<file path="config.mk">
export PLATFORM = sky130hd
export DESIGN_NAME = fetch_unit
export DESIGN_NICKNAME = d
export VERILOG_FILES = /design/src/rtl/riscv_pkg.sv /design/src/rtl/fetch_skid_buffer.sv /design/src/rtl/fetch_unit.sv
export SDC_FILE = /design/constraint.sdc
export NUM_CORES = 1
export LEC_CHECK = 0
export CAP_MARGIN = 20
export CORE_ASPECT_RATIO = 0.5
export CORE_MARGIN = 10
export CORE_UTILIZATION = 25
export DETAILED_ROUTE_END_ITERATION = 10
export PLACE_DENSITY = 0.51
export SYNTH_ARGS = -nofsm -noshare
export SYNTH_HDL_FRONTEND = slang
export SYNTH_SLANG_ARGS = --single-unit
</file>
<file path="constraint.sdc">
create_clock -name clk -period 2.8 [get_ports clk]
set_input_delay 0.28 -clock clk [delete_from_list [all_inputs] [get_ports clk]]
set_output_delay 0.28 -clock clk [all_outputs]
set_load 0.05 [all_outputs]
</file>
<file path="src/rtl/riscv_pkg.sv">
// Shared RISC-V front-end definitions: filler instruction, opcodes,
// fetch geometry and the instruction-pair record passed along the pipe.
package riscv_pkg;

  localparam int XLEN = 32;

  // addi x0, x0, 0
  localparam logic [31:0] NOP_INSTR = 32'h00000013;

  localparam logic [6:0] OPC_OP_IMM = 7'b0010011;
  localparam logic [6:0] OPC_LOAD   = 7'b0000011;
  localparam logic [6:0] OPC_JAL    = 7'b1101111;
  localparam logic [6:0] OPC_STORE  = 7'b0100011;
  localparam logic [6:0] OPC_OP     = 7'b0110011;
  localparam logic [6:0] OPC_BRANCH = 7'b1100011;

  localparam int FETCH_WIDTH = 2;
  localparam int PC_STEP     = 8;

  typedef struct packed {
    logic            valid1;
    logic            valid2;
    logic [XLEN-1:0] pc;
    logic [31:0]     instr1;
    logic [31:0]     instr2;
  } fetch_pair_t;

endpackage

</file>
<file path="src/rtl/fetch_skid_buffer.sv">
// One-entry holding register that parks a returned instruction pair while
// decode is stalled, so the ROM result is never lost.
module fetch_skid_buffer
  import riscv_pkg::*;
(
  input  logic        clk,
  input  logic        rst_n,
  input  logic        load,
  input  logic        clear,
  input  logic        flush,
  input  fetch_pair_t d,
  output fetch_pair_t q
);

  // Flush (redirect) and clear (pair consumed) both empty the entry; load parks a pair.
  always_ff @(posedge clk or negedge rst_n) begin
    if (!rst_n) begin
      q <= '0;
    end else if (flush || clear) begin
      q.valid1 <= 1'b0;
      q.valid2 <= 1'b0;
    end else if (load) begin
      q <= d;
    end
  end

endmodule

</file>
<file path="src/rtl/fetch_unit.sv">
// Dual-issue fetch front end: owns the PC, addresses the two-wide ROM,
// absorbs its one-cycle read latency and tags each pair with PCs and valids.
module fetch_unit
  import riscv_pkg::XLEN, riscv_pkg::PC_STEP, riscv_pkg::fetch_pair_t;
#(
  parameter int          PC_WIDTH   = 32,
  parameter int          ADDR_WIDTH = 10,
  parameter logic [31:0] NOP_INSTR  = 32'h00000013
) (
  input  logic                  clk,
  input  logic                  rst_n,
  output logic [ADDR_WIDTH-1:0] rom_addr,
  input  logic [31:0]           rom_instr1,
  input  logic [31:0]           rom_instr2,
  input  logic                  stall,
  input  logic                  redirect_valid,
  input  logic [PC_WIDTH-1:0]   redirect_pc,
  output logic                  out_valid1,
  output logic                  out_valid2,
  output logic [PC_WIDTH-1:0]   out_pc1,
  output logic [PC_WIDTH-1:0]   out_pc2,
  output logic [31:0]           out_instr1,
  output logic [31:0]           out_instr2
);

  logic [PC_WIDTH-1:0] pc_q;
  logic [PC_WIDTH-1:0] fetch_pc;
  logic [PC_WIDTH-1:0] last_pc_q;
  logic                inflight_valid_q;
  logic [PC_WIDTH-1:0] inflight_pc_q;
  logic                issue;
  logic                skid_load;
  logic                skid_clear;
  fetch_pair_t         rom_pair;
  fetch_pair_t         skid_q;
  fetch_pair_t         sel;

  // A redirect target is fetched in the same cycle it arrives; low PC bits are ignored.
  assign fetch_pc = (redirect_valid ? redirect_pc : pc_q) & ~PC_WIDTH'(3);
  assign rom_addr = fetch_pc[ADDR_WIDTH+1:2];
  assign issue    = !stall;

  // PC and in-flight request tracking; a held address never produces a valid pair.
  always_ff @(posedge clk or negedge rst_n) begin
    if (!rst_n) begin
      pc_q             <= '0;
      inflight_valid_q <= 1'b0;
      inflight_pc_q    <= '0;
    end else if (issue) begin
      inflight_valid_q <= 1'b1;
      inflight_pc_q    <= fetch_pc;
      pc_q             <= fetch_pc + PC_WIDTH'(PC_STEP);
    end else begin
      inflight_valid_q <= 1'b0;
      if (redirect_valid) begin
        pc_q <= fetch_pc;
      end
    end
  end

  // Park the ROM pair when decode stalls; a redirect squashes rather than parks.
  assign skid_load  = stall && !skid_q.valid1 && inflight_valid_q && !redirect_valid;
  assign skid_clear = skid_q.valid1 && !stall;

  fetch_skid_buffer u_skid (
    .clk   (clk),
    .rst_n (rst_n),
    .load  (skid_load),
    .clear (skid_clear),
    .flush (redirect_valid),
    .d     (rom_pair),
    .q     (skid_q)
  );

  // Tag ROM data with its PC; the last ROM word has no successor so slot 2 is dropped there.
  always_comb begin
    rom_pair        = '0;
    rom_pair.valid1 = inflight_valid_q;
    rom_pair.valid2 = inflight_valid_q &&
                      (inflight_pc_q[ADDR_WIDTH+1:2] != {ADDR_WIDTH{1'b1}});
    rom_pair.pc     = XLEN'(inflight_pc_q);
    rom_pair.instr1 = rom_instr1;
    rom_pair.instr2 = rom_instr2;
  end

  // Skid contents win over fresh ROM data; a redirect kills whatever is shown.
  always_comb begin
    sel        = skid_q.valid1 ? skid_q : rom_pair;
    out_valid1 = sel.valid1 && !redirect_valid;
    out_valid2 = sel.valid2 && !redirect_valid;
    out_instr1 = out_valid1 ? sel.instr1 : NOP_INSTR;
    out_instr2 = out_valid2 ? sel.instr2 : NOP_INSTR;
    out_pc1    = sel.valid1 ? PC_WIDTH'(sel.pc) : last_pc_q;
    out_pc2    = out_pc1 + PC_WIDTH'(4);
  end

  // Remember the last presented PC so bubbles keep a stable PC on the outputs.
  always_ff @(posedge clk or negedge rst_n) begin
    if (!rst_n) begin
      last_pc_q <= '0;
    end else if (sel.valid1) begin
      last_pc_q <= PC_WIDTH'(sel.pc);
    end
  end

endmodule

</file>
==> flow_metrics.env <==
export IMPL_hold_path_depth=3
export IMPL_syn_instance_count=887
export IMPL_holdCritStartpoint="redirect_valid"
export IMPL_vias_per_cell=4.476
export IMPL_timing_hold_ws_ns=0.1991
export IMPL_synthArstFlopShare=1.000
export IMPL_grt_overflow=0
export IMPL_timing_hold_violations_final=0
export IMPL_clock_tree_buffer_depth=2
export IMPL_clock_root_buffer="clkbuf_16"
export IMPL_ant_nets=0
export IMPL_wl_per_cell_microns=18.96
export IMPL_synthAdderAreaFrac=0.002471
export IMPL_synth_edf_count=0
export IMPL_finalMaxSlewViolations=0
export IMPL_setup_worst_path_end_class="output port"
export IMPL_syn_area_sq_um=10130
export IMPL_worstReg2RegStart="pc_q[3]"
export IMPL_post_synth_xor_area_fraction=0.05448
export IMPL_final_setup_viol_count=22
export IMPL_violations="negative setup slack"
export IMPL_path_cells="buf_12, o21a_4, nor4_4, nand3_2, buf_6, nor4_4, xor2_4, buf_12"
export IMPL_min_delay_worst_endpoint="u_skid.q[96]"
export IMPL_power_density_cell_area_nw_per_um2=640.2
export IMPL_cts_sinks=189
export IMPL_cts_htree_levels=4
export IMPL_synthSimpleGateAreaFrac=0.1159
export IMPL_synth_seq_area_share=0.4670
export IMPL_finish_net_count=1291
export IMPL_worstPathRequired_ns=2.52
export IMPL_ys_warn_count=0
export IMPL_critical_path_arrival_ns=2.89
export IMPL_period_share=1.131
export IMPL_unique_masters_post_synth=58
export IMPL_via_count=7810
export IMPL_chipWidth_microns=304.7
export IMPL_leakagePower_nw=6.741
export IMPL_die_height_microns=162.3
export IMPL_die_area_sq_um=49450
export IMPL_max_slew_worst_pin_slew_ns=0.6823
export IMPL_combinational_family_with_the_most_area_after_synthesis="multiplexers"
export IMPL_synth_net_count=989
export IMPL_rsz0062_at_grt="true"
export IMPL_grt_util_all_layers=0.1318
export IMPL_post_place_cells=1676
export IMPL_area_grow_syn2layout_pct=61.10
export IMPL_finalNonFillerCells=1745
export IMPL_critPathKind="flop to output port"
export IMPL_detailedRoute_firstIterationViolations=266
export IMPL_drt_pass1_iter_count=4
export IMPL_outcome="finished, violations left"
export IMPL_vdd_ir_drop_max_mv=0.3995
export IMPL_floorplan_io_pins=240
export IMPL_insertion_delay_ns=0.46
export IMPL_synth_seq_cells=189
export IMPL_r2r_setup_slack_ns=0.55
export IMPL_crit_slowest_cell="dfrtp_4"
export IMPL_postLayoutSetupSlackWorst_ns=-0.3665
export IMPL_tritoncts="done"
export IMPL_critical_path_startpoint="u_skid.q[97]"
export IMPL_hold_path_class="input pin to flop"
export IMPL_numPortBuffers=237
export IMPL_drc=0
export IMPL_worst_reg2reg_endpoint="pc_q[21]"
export IMPL_synth_compound_area_share=0.04954
export IMPL_drv_max_cap_violation_count=0
export IMPL_grt_pass1_vias=8331
export IMPL_postSynthAreaPerCell_sq_um=11.42
export IMPL_worstRegToRegCells=9
export IMPL_slew_headroom=0.5451
export IMPL_cts_buffers=17
export IMPL_number_of_filler_instances_in_the_final_layout=3771
export IMPL_hpwlAfterDp_mm=24.30
export IMPL_finalWorstPathRequiredPeriod_ns=3.167
export IMPL_number_of_standard_cell_rows_in_the_floorplan=52
export IMPL_path_max_fanout=7
export IMPL_grt_pass1_wl_mm=51.40
export IMPL_category_of_the_worst_setup_path_launch_point="flop"
export IMPL_core_area_sq_um=40210
export IMPL_grt_start_max_net_pins=78
export IMPL_maximum_clock_rate_mhz=315.8
export IMPL_post_synth_mux_area_share=0.2639
export IMPL_detail_route_wirelength_mm=33.09
export IMPL_worst_setup_hold_path_clk_slew_ns=0.07
export IMPL_floorplan_initialDensity=0.2519
export IMPL_antenna_found_initial=3
export IMPL_drive_gt1_frac=0.4493
export IMPL_gp_congestion=0.8119
export IMPL_crit_path_max_incr_delay_ns=0.57
export IMPL_ys_flop_type="dfrtp_1"
export IMPL_finalClockSkew_ns=0.01011
[repair_timing]
| item | 4_1_cts | 5_1_grt |
|---|---|---|
| hold buffers | 1 | 0 |
| pin swaps | 15 | 19 |
| gates resized for setup | 68 | 33 |
| endpoints found under the setup margin | 90 | 42 |
| buffers inserted | 17 | 14 |
| endpoints found under the hold margin | 74 | 0 |
| gates cloned | 3 | 0 |
[sequential cells by signal, indices dropped and copies added (netlist names)]
name	count
last_pc_q	32
inflight_pc_q	30
inflight_valid_q	1
u_skid.q	96
pc_q	30
[how the worst max path moves through the flow]
stage	endpoint	slack (ns)
final	out_pc2[28]	-0.37
after global routing	out_pc2[28]	-0.50
after CTS	out_pc2[28]	-0.40
after detailed placement	out_pc2[31]	-0.16
after floorplan	out_pc2[22]	-0.53
after global placement	out_pc2[31]	-0.04
[layer usage]
metal,vias to the layer above,part of all wire,track usage
li1,3698,-,-
met1,3996,0.41,0.1512
met2,84,0.55,0.2469
met3,32,0.019,0.02243
met4,0,0.020,0.04239
met5,-,0,0
[layout by cell type, fill, tap and decap left out, drive strengths merged, types with 6 or more instances in the layout]
master | Yosys | layout
inv | 22 | 24
nor3 | 10 | 10
nand3 | 23 | 23
a21oi | 22 | 22
clkdlybuf4s50 | 0 | 96
nand2 | 55 | 55
a32o | 6 | 6
nor4 | 11 | 11
xor2 | 25 | 25
mux2i | 114 | 114
nand4 | 9 | 9
clkbuf | 17 | 20
xnor2 | 38 | 38
nand3b | 10 | 10
mux2 | 136 | 136
nor2b | 9 | 9
nor2 | 81 | 81
buf | 44 | 243
o21ai | 26 | 26
dfrtp | 189 | 189
[cells by family (layout without fill, tap and decap cells)]
family,count (synthesis),in the layout
simple gates,225,225
fa+ha+maj,2,2
buf+inv,84,399
mux,250,250
other cells,0,3
compound gates,74,74
flops,189,189
xor+xnor,63,63
[cell type report]
type	count	area, sq um	share of cell area
antenna	3	7.507	0.0004601
clock buffer	19	452.9	0.02776
clock inverter	13	152.6	0.009355
inverter	23	97.59	0.005981
multi-input combinational	614	5746	0.3521
sequential	189	4735	0.2902
tap	540	675.6	0.04141
timing repair buffer	344	4451	0.2728
[metrics by stage]
stage | setup TNS (ns) | setup WS, ns | utilization | area, sq um | power, mW
global placement | -0.08394 | -0.04357 | 0.3715 | 14940 | 7.693
finish | -5.326 | -0.3665 | 0.4058 | 16320 | 10.45
global route | -7.800 | -0.4991 | 0.4058 | 16320 | 10.93
CTS | -5.644 | -0.4025 | 0.3996 | 16070 | 10.51
floorplan | -7.272 | -0.5251 | - | 10630 | 5.918
detailed placement | -0.4445 | -0.1574 | 0.3715 | 14940 | 7.757
[where the power goes]
part | switching (mW) | internal (mW) | leakage (nW)
sequential | 0.314 | 3.26 | 2.25
clock | 1.18 | 1.38 | 0.293
combinational | 2.28 | 2.03 | 4.20
[Yosys cell counts, types with 8 or more instances]
library cell  number  area [sq um]
a21oi_1           22         110.1
mux2_2           136          1531
xor2_1            25         219.0
nor2b_1            9         56.30
o21ai_1            8         40.04
buf_2             22         110.1
buf_4             15         112.6
nand2_1           53         198.9
nor3_1             8         40.04
nand3b_1           9         67.56
nand3_1           22         110.1
mux2i_1          114          1141
o21ai_0           16         80.08
nor2_1            81         304.0
inv_1             22         82.58
dfrtp_1          189          4730
clkbuf_1          17         63.81
xnor2_1           38         332.8
[worst max-delay path, delay by kind of cell (launching register included)]
| kind | cells | cell delay (ns) |
|---|---|---|
| compound gates | 1 | 0.22 |
| xor+xnor | 1 | 0.20 |
| buf+inv | 3 | 0.51 |
| flops | 1 | 0.57 |
| simple gates | 3 | 0.94 |
No activity file was read; power rests on OpenSTA's default activity.
